[config.mk]
export PLATFORM = sky130hd
export DESIGN_NAME = health_manager
export DESIGN_NICKNAME = d
export VERILOG_FILES = /design/src/rtl/health_manager_pkg.sv /design/src/rtl/health_manager_tick_timer.sv /design/src/rtl/health_manager.sv
export SDC_FILE = /design/constraint.sdc
export NUM_CORES = 1
export LEC_CHECK = 0
export BUFFER_PORTS_ARGS = -buffer_cell sky130_fd_sc_hd__buf_2
export CORE_MARGIN = 2
export CORE_UTILIZATION = 40
export DETAILED_ROUTE_END_ITERATION = 8
export GPL_TIMING_DRIVEN = 1
export PLACE_DENSITY_LB_ADDON = 0.1
export SKIP_LAST_GASP = 1
export SLEW_MARGIN = 20
export SYNTH_ARGS = -nofsm -noshare
export SYNTH_HDL_FRONTEND = slang
export SYNTH_SLANG_ARGS = --single-unit
export TNS_END_PERCENT = 50
[constraint.sdc]
create_clock -name clk -period 9 [get_ports clk]
set_input_delay 0.45 -clock clk [delete_from_list [all_inputs] [get_ports clk]]
set_output_delay 0.45 -clock clk [all_outputs]
set_load 0.02 [all_outputs]
[src/rtl/health_manager_pkg.sv]
// Shared definitions for the health manager and the OLED health-bar renderer:
// state encoding, default tuning values and bar colour thresholds.
package health_manager_pkg;

  localparam int HEALTH_W = 8;

  localparam logic [1:0] ST_ALIVE  = 2'd0;
  localparam logic [1:0] ST_INVULN = 2'd1;
  localparam logic [1:0] ST_DEAD   = 2'd2;

  localparam int DEFAULT_MAX_HEALTH   = 100;
  localparam int DEFAULT_IFRAME_TICKS = 30;
  localparam int DEFAULT_REGEN_TICKS  = 60;

  localparam int BAR_RED_BELOW    = 20;
  localparam int BAR_YELLOW_BELOW = 50;

  typedef enum logic [1:0] {
    BAR_RED    = 2'd0,
    BAR_YELLOW = 2'd1,
    BAR_GREEN  = 2'd2
  } bar_colour_t;

  function automatic bar_colour_t bar_colour(input logic [31:0] level);
    bar_colour_t c;
    if (level < 32'(BAR_RED_BELOW))         c = BAR_RED;
    else if (level < 32'(BAR_YELLOW_BELOW)) c = BAR_YELLOW;
    else                                    c = BAR_GREEN;
    return c;
  endfunction

  // Clamp a signed 10-bit intermediate into 0..max_h.
  function automatic logic [HEALTH_W-1:0] clamp_health(input logic signed [9:0] v,
                                                       input logic [HEALTH_W-1:0] max_h);
    logic [HEALTH_W-1:0] r;
    if (v < 10'sd0)                          r = '0;
    else if (v > $signed({2'b00, max_h}))    r = max_h;
    else                                     r = v[HEALTH_W-1:0];
    return r;
  endfunction

endpackage

[src/rtl/health_manager_tick_timer.sv]
// Loadable down-counter advanced only on tick. A count of 0 means "idle": the
// next enabled tick starts a fresh PERIOD, so a cleared timer needs no reload.
module tick_timer #(
  parameter int PERIOD = 30,
  parameter int W      = $clog2(PERIOD + 1)
) (
  input  logic clk,
  input  logic reset,
  input  logic tick,
  input  logic en,
  input  logic load,
  input  logic clear,
  output logic done
);

  localparam logic [W-1:0] PERIOD_W = W'(PERIOD);

  logic [W-1:0] count_reg;
  logic [W-1:0] count_cur;

  assign count_cur = (count_reg == '0) ? PERIOD_W : count_reg;
  assign done      = en && tick && (count_cur == W'(1));

  always_ff @(posedge clk or posedge reset) begin
    if (reset)            count_reg <= '0;
    else if (clear)       count_reg <= '0;
    else if (load)        count_reg <= PERIOD_W;
    else if (en && tick)  count_reg <= count_cur - W'(1);
  end

endmodule

[src/rtl/health_manager.sv]
// Owns the player health value: saturating damage/heal/revive, timed
// invincibility after hits and periodic regeneration, all outputs registered.
module health_manager
  import health_manager_pkg::*;
#(
  parameter int MAX_HEALTH   = DEFAULT_MAX_HEALTH,
  parameter int IFRAME_TICKS = DEFAULT_IFRAME_TICKS,
  parameter int REGEN_TICKS  = DEFAULT_REGEN_TICKS
) (
  input  logic        clk,
  input  logic        reset,
  input  logic        tick,
  input  logic        dmg_valid,
  input  logic [7:0]  dmg_amt,
  input  logic        heal_valid,
  input  logic [7:0]  heal_amt,
  input  logic        revive,
  output logic        dmg_ack,
  output logic [31:0] health_level,
  output logic        alive,
  output logic        invincible,
  output logic        hit_pulse,
  output logic        death_pulse
);

  localparam logic [HEALTH_W-1:0] MAX_H = HEALTH_W'(MAX_HEALTH);

  logic [1:0]          state_reg, state_next;
  logic [HEALTH_W-1:0] health_reg, health_next;
  logic                dmg_ack_reg, dmg_ack_next;
  logic                hit_reg, hit_next;
  logic                death_reg, death_next;
  logic                alive_reg, invincible_reg;

  logic [7:0]        dmg_term, heal_term;
  logic signed [9:0] net_alive, net_heal;
  logic              dmg_hit, iframe_load, iframe_en, iframe_done;
  logic              regen_en, regen_clear, regen_done;

  assign dmg_term  = dmg_valid  ? dmg_amt  : 8'd0;
  assign heal_term = heal_valid ? heal_amt : 8'd0;
  assign net_alive = $signed({2'b00, health_reg}) + $signed({2'b00, heal_term})
                   - $signed({2'b00, dmg_term});
  assign net_heal  = $signed({2'b00, health_reg}) + $signed({2'b00, heal_term});

  assign dmg_hit     = (state_reg == ST_ALIVE) && dmg_valid && (dmg_amt != 8'd0);
  assign iframe_en   = (state_reg == ST_INVULN);
  assign regen_en    = (state_reg == ST_ALIVE) && (health_reg < MAX_H);
  assign regen_clear = !regen_en || dmg_hit;

  tick_timer #(.PERIOD(IFRAME_TICKS)) u_iframe_timer (
    .clk   (clk),
    .reset (reset),
    .tick  (tick),
    .en    (iframe_en),
    .load  (iframe_load),
    .clear (1'b0),
    .done  (iframe_done)
  );

  tick_timer #(.PERIOD(REGEN_TICKS)) u_regen_timer (
    .clk   (clk),
    .reset (reset),
    .tick  (tick),
    .en    (regen_en),
    .load  (1'b0),
    .clear (regen_clear),
    .done  (regen_done)
  );

  always_comb begin
    state_next   = state_reg;
    health_next  = health_reg;
    dmg_ack_next = dmg_valid;
    hit_next     = 1'b0;
    death_next   = 1'b0;
    iframe_load  = 1'b0;
    case (state_reg)
      ST_ALIVE: begin
        // Any damage or heal request pre-empts a regen step landing this cycle.
        if (dmg_valid || heal_valid) begin
          health_next = clamp_health(net_alive, MAX_H);
          if (dmg_hit) begin
            hit_next = 1'b1;
            if (net_alive <= 10'sd0) begin
              state_next = ST_DEAD;
              death_next = 1'b1;
            end else begin
              state_next  = ST_INVULN;
              iframe_load = 1'b1;
            end
          end
        end else if (regen_done) begin
          health_next = health_reg + HEALTH_W'(1);
        end
      end
      ST_INVULN: begin
        if (heal_valid) health_next = clamp_health(net_heal, MAX_H);
        if (iframe_done) state_next = ST_ALIVE;
      end
      ST_DEAD: begin
        health_next = '0;
        if (revive) begin
          health_next = MAX_H;
          state_next  = ST_INVULN;
          iframe_load = 1'b1;
        end
      end
      default: begin
        state_next = ST_ALIVE;
      end
    endcase
  end

  always_ff @(posedge clk or posedge reset) begin
    if (reset) begin
      state_reg      <= ST_ALIVE;
      health_reg     <= MAX_H;
      dmg_ack_reg    <= 1'b0;
      hit_reg        <= 1'b0;
      death_reg      <= 1'b0;
      alive_reg      <= 1'b1;
      invincible_reg <= 1'b0;
    end else begin
      state_reg      <= state_next;
      health_reg     <= health_next;
      dmg_ack_reg    <= dmg_ack_next;
      hit_reg        <= hit_next;
      death_reg      <= death_next;
      alive_reg      <= (state_next != ST_DEAD);
      invincible_reg <= (state_next == ST_INVULN);
    end
  end

  assign health_level = {{(32-HEALTH_W){1'b0}}, health_reg};
  assign dmg_ack      = dmg_ack_reg;
  assign hit_pulse    = hit_reg;
  assign death_pulse  = death_reg;
  assign alive        = alive_reg;
  assign invincible   = invincible_reg;

endmodule

== Word-level counts from Yosys, hierarchy flattened ==
Index checks and enable logic that the tools add are counted.
Word-level totals
  latch bits: 0
  ROM bits: 0
  word-level logic and storage cells: 81
  input bits: 22
  register bits after elaboration: 26
  memory bits (writable): 0
  output and inout port bits: 37
  memories: 0
Cells by class
  $lt $le $gt $ge: 6
  multiplexer cells: 35
  shifts and indexed selects: 0
  $add $sub $neg: 5
  divide/modulo/power cells: 0
  equality and inequality tests: 8
  $mul: 0
  bitwise gates (word level): 0
  reduce and logical (&&, ||, !) cells: 18
Operators with widths (number)
  8-bit two-way mux: 9
  8-bit case mux with 3 select lines: 1
  6-bit two-way mux: 3
  5-bit two-way mux: 3
  1-bit two-way mux: 11
  10-bit by 8-bit > comparator with 1-bit output, second input constant: 1
  10-bit by 1-bit <= comparator with 1-bit output, second input constant: 1
  10-bit by 1-bit less-than comparator with 1-bit output, second input constant: 1
  2-bit two-way mux: 5
  10-bit by 9-bit subtractor with 10-bit output: 1
  8-bit by 8-bit adder with 9-bit output: 1
  9-bit by 7-bit > comparator with 1-bit output, second input constant: 1
  9-bit by 1-bit less-than comparator with 1-bit output, second input constant: 1
  8-bit by 1-bit adder with 8-bit output, second input constant: 1
  8-bit by 7-bit less-than comparator with 1-bit output, second input constant: 1
  8-bit nonzero test: 1
  1-bit logical AND: 7
  7-bit two-way mux: 1
  6-bit by 1-bit equality test with 1-bit output, second input constant: 1
  6-bit logical NOT: 1
  2-bit case mux with 3 select lines: 1
  6-bit by 1-bit subtractor with 6-bit output, second input constant: 1
  5-bit by 1-bit equality test with 1-bit output, second input constant: 1
  5-bit logical NOT: 1
  other kinds (12): 16

== Logic depth before layout (Yosys ltp) ==
  depth after elaboration: 9
  gate-level depth with buffers: 18

== Hierarchy ==
Synthesis repeated with hierarchy kept, for this count alone.
Second synthesis, totals
  cell total of the unflattened synthesis: 350
  area total of the unflattened synthesis: 2916.5 um^2
Modules (own cells, without submodules)
  health_manager: sequential area each 380.4 um^2, cells an instance 279, area each 2242.2 um^2, times used 1
  tick_timer at u_regen_timer: sequential area each 150.1 um^2, cells an instance 42, area each 392.9 um^2, times used 1
  tick_timer at u_iframe_timer: sequential area each 125.1 um^2, cells an instance 29, area each 281.5 um^2, times used 1

== Least setup slack after synthesis ==
OpenSTA, ideal clock, no wires.
  path kind: input to register
  from: input port heal_valid
  to: register u_iframe_timer.count_reg[0]
  path buffers: 1
  arrival time: 3.696 ns
  setup time: 0.120 ns
  path slack: 5.185 ns
  cell stages on the path: 15
  cells stage by stage: clkbuf_1 > and2_1 > ha_1 > fa_1 > a21oi_1 > o2111ai_1 > xor2_1 > ha_1 > a21o_1 > a221oi_1 > o21ai_0 > xor2_2 > a221oi_2 > a211o_2 > and3_1
On the way
  word-level cells in the longest chain between the ends: 9
  elaborated cells on any way between the ends: 11
  those cells by class: add/sub (2); order compare (1); mux (6); reduce/logical (2)
RTL lines
  start: declaration: RTL line health_manager.sv:15  | input logic heal_valid,
  8-bit two-way mux: RTL line health_manager.sv:41  | assign heal_term = heal_valid ? heal_amt : 8'd0;
  8-bit by 8-bit adder with 9-bit output: RTL line health_manager.sv:42  | assign net_alive = $signed({2'b00, health_reg}) + $signed({2'b00, heal_term})
  10-bit by 9-bit subtractor with 10-bit output: RTL line health_manager.sv:43  | - $signed({2'b00, dmg_term});
  10-bit by 1-bit <= comparator with 1-bit output: RTL line health_manager.sv:85  | if (net_alive <= 10'sd0) begin
  1-bit two-way mux: RTL line health_manager.sv:85
  1-bit two-way mux: RTL line health_manager.sv:83  | if (dmg_hit) begin
  1-bit two-way mux (*): RTL line health_manager.sv:81  | if (dmg_valid || heal_valid) begin
  1-bit case mux with 2 select lines (*): RTL line health_manager.sv:78  | case (state_reg)
  5-bit two-way mux or 2-bit nonzero test (tied branches)
  end signal: assignment: RTL line health_manager_tick_timer.sv:28  | else if (en && tick) count_reg <= count_cur - W'(1);
  end: declaration: RTL line health_manager_tick_timer.sv:18  | logic [W-1:0] count_reg;
Every way passes the cells marked *; elsewhere a longest branch is shown, timed or not.
A chain may end at the register's enable or synchronous reset.

== Worst setup path in the final report ==
  from: register health_reg[0]
  to: register u_iframe_timer.count_reg[0]
On the way
  word-level cells in the longest chain between the ends: 8
  elaborated cells on any way between the ends: 9
  those cells by class: add/sub (2); order compare (1); mux (5); reduce/logical (1)
RTL lines
  start: declaration: RTL line health_manager.sv:29  | logic [HEALTH_W-1:0] health_reg, health_next;
  start signal: assignment: RTL line health_manager.sv:126  | health_reg <= health_next;
  8-bit by 8-bit adder with 9-bit output (*): RTL line health_manager.sv:42
  10-bit by 9-bit subtractor with 10-bit output (*): RTL line health_manager.sv:43
  10-bit by 1-bit <= comparator with 1-bit output (*): RTL line health_manager.sv:85
  1-bit two-way mux (*): RTL line health_manager.sv:85
  1-bit two-way mux (*): RTL line health_manager.sv:83
  1-bit two-way mux (*): RTL line health_manager.sv:81
  1-bit case mux with 2 select lines (*): RTL line health_manager.sv:78
  5-bit two-way mux or 2-bit nonzero test (tied branches)
Marks and branches as above.

==> run_results.csv <==
group,metric,value,unit
outcome,status,"finished, final reports clean",
yosys,syn_inst,353,
run,max_cap_violations,0,
clock_network,cts_hold_buf,0,
setup_path,worst_setup_path_end_kind,"flop",
setup_path,r2r_start,"health_reg[0]",
yosys,synth.largest_area_cell,"dfrtp_1",
route,wl,7.16,mm
sta,fin_skew,0.0110,ns
clock_network,cts_root_buf,"clkbuf_8",
pwr,p_leak,1.41,nW
sta,maxSlewViolCount,0,
yosys,ys.flop_type,"dfrtp_1",
sta,grt_setup_unrepaired,"no",
layout,layout-drive-gt1-share,13.8,%
pwr,peakVddDrop,0.000185,V
placement,placed_area,0.00302,mm2
placement,gp_congestion,0.893,
layout,seq_area,656,um2
layout,final_util,44.7,%
clock_network,cts.sinks,26,
grt,grt_overflow,0,
yosys,syn_area,0.00286,mm2
clock_network,clkLatencyLatePin,0.27,ns
die,die_w,88.6,um
clock_network,cts.clk_slew.worst_paths,0.09,ns
route,drtAntennaViolNets,0,
clock_network,clock_path_buffers,2,
min_path,min_path_type,"primary input to asynchronous set/reset pin",
setup_path,start_kind,"flop",
sta,worstMarginPinSlew,0.935,ns
die,start_util,41.7,%
sta,min_period,4.04,ns
pwr,p_per_area,353,mW/mm2
clock_network,cts_tree,"done",
placement,port_buffers,34,
layout,syn_to_final_growth,7.30,%
sta,setup_violations,0,
setup_path,crit_chain,"ha_1, fa_1, a21oi_1, o2111ai_1, xor2_1, ha_1, a21o_1, a221oi_1, o21ai_0, xor2_2, a221oi_2, a211o_2, and3_1",
yosys,synth-xor-area-share,4.85,%
yosys,syn_avg_cell_area,8.11,um2
sta,slew_headroom,37.2,%
sta,hold_viol_final,0,
clock_network,postCtsSetupRepairBufs,0,
layout,finalNetCount,433,
die,dieHeight,88.6,um
placement,detailed_place_hpwl,5.70,mm
yosys,ys_ff_latch,26,
grt,antenna_found_initial,0,
setup_path,rr_worst_depth,13,
clock_network,cts.htree.levels,1,
route,drt_iter0_drc,106,
sta,fmax,248,MHz
yosys,synthSimpleGateAreaFrac,25.8,%
setup_path,r2r_end,"u_iframe_timer.count_reg[0]",
yosys,synth_top_family_by_area,"simple AND/OR/NAND/NOR gates",
setup_path,critical_path.max_stage_delay,0.47,ns
sta,timing.final.crit_share,44.9,%
setup_path,cp_max_fo,8,
layout,antenna_cells,0,
die,die_area,0.00785,mm2
clock_network,numCtsBuffers,3,
route,drtPass1Iterations,4,
grt,grt_pass1_wl,12.0,mm
yosys,synth-compound-area-share,23.2,%
grt,grt_usage,19.5,%
setup_path,arrival,4.20,ns
yosys,synthAdderAreaFrac,12.3,%
yosys,synth_common_cells,"nor2_1, nand2_1, ha_1",
yosys,ys_async_sr_fraction,100,%
yosys,synth_area_leaders,"dfrtp_1, ha_1, buf_4",
layout,fill_cells,736,
setup_path,cpMostUsedCell,"ha_1",
die,io_pins,59,
setup_path,worst_path_max_delay_cell,"dfrtp_1",
grt,grt_pass1_vias,2490,
setup_path,regToRegSetupSlack,4.96,ns
route,vias_per_cell,5.42,
yosys,muxShareOfSynthArea,0.699,%
clock_network,ctsResizeCount,0,
yosys,post-synth-top-count-cell,"nor2_1",
layout,multi_input_area,0.00200,mm2
yosys,synth_edf_count,0,
route,post_drt_wl_per_cell,14.9,um
layout,largest_reg_flops,8,
setup_path,required,9.16,ns
route,vias,2597,
die,num_rows,30,
layout,final_cell_area,0.00307,mm2
route,drcViolationCount,0,
yosys,synth.distinct_cells,65,
sta,tns,0,ns
grt,grt_max_degree,27,
die,coreArea,0.00687,mm2
setup_path,crit_type,"flop to flop",
yosys,synth_top_area_share,19.2,%
yosys,ys_warn_count,0,
yosys,seq_area_frac_synth,22.9,%
routing by layer:
layer  up-vias  wire (um)  track usage (%)
li1       1297          -                -
met1      1233       3280             26.4
met2        62       3590             34.2
met3         5        216             1.12
met4         0         70             4.41
met5         -          0                0
kinds of logic after synthesis:
family	after synthesis
AO/OA/AOI/OAI	92
XOR/XNOR	15
adder cells (fa/ha/maj)	27
buffers and inverters	49
flip-flops	26
multiplexers	2
other	1
AND/OR/NAND/NOR	141
final cells by class:
cell class,instances,area share (%)
tap,96,3.91
inverter,18,2.20
sequential,26,21.3
timing repair buffer,34,5.54
clock buffer,4,1.79
multi-input combinational,301,65.2
through the flow:
step / hold slack [ns] / power [mW] / worst slack, ns / instances
4_1_cts: 0.435 / 1.09 / 4.96 / 479
5_1_grt: 0.306 / 1.20 / 4.66 / 479
2_1_floorplan: 0.474 / 0.839 / 5.18 / 376
3_5_place_dp: 0.507 / 1.01 / 4.70 / 475
6_report: 0.252 / 1.08 / 4.96 / 479
3_3_place_gp: 0.510 / 1.00 / 4.68 / 475
power by group:
group          switching, mW  internal (mW)  total, mW
combinational          0.478          0.306      0.784
clock                 0.0369         0.0391     0.0760
sequential            0.0566          0.168      0.224
critical path: cells and delay by family, from the launching register on:
family / cells / cell delay, ns
flip-flops: 1 / 0.47
AND/OR/NAND/NOR: 1 / 0.19
XOR/XNOR: 2 / 0.63
AO/OA/AOI/OAI: 7 / 1.55
adder cells (fa/ha/maj): 3 / 1.08
how the worst max path moves through the flow:
stage,start,to,slack [ns]
floorplan,heal_valid,u_iframe_timer.count_reg[0],5.18
global placement,heal_valid,health_reg[4],4.68
detailed placement,heal_valid,u_iframe_timer.count_reg[0],4.70
CTS,health_reg[0],u_iframe_timer.count_reg[0],4.96
global route,health_reg[4],u_iframe_timer.count_reg[1],4.66
finish,health_reg[0],u_iframe_timer.count_reg[0],4.96
cell usage in the layout (no fill, tap or decap), types with 4 or more instances in the layout:
cell       instances
a31oi_1            6
o21ai_0           20
conb_1            24
nor2b_1            6
and2_1            16
a21oi_1           19
ha_1              25
and3_1             8
dfrtp_1           22
o2111ai_1          5
nand2_1           28
nor2_1            33
buf_2             34
or3_1              4
nand3_1           16
clkbuf_8           4
xnor2_1            9
xor2_1             5
o21a_1             4
a211oi_1           4
nor3_1             9
dfstp_2            4
inv_1             17
No activity file was read; power rests on OpenSTA's default activity.
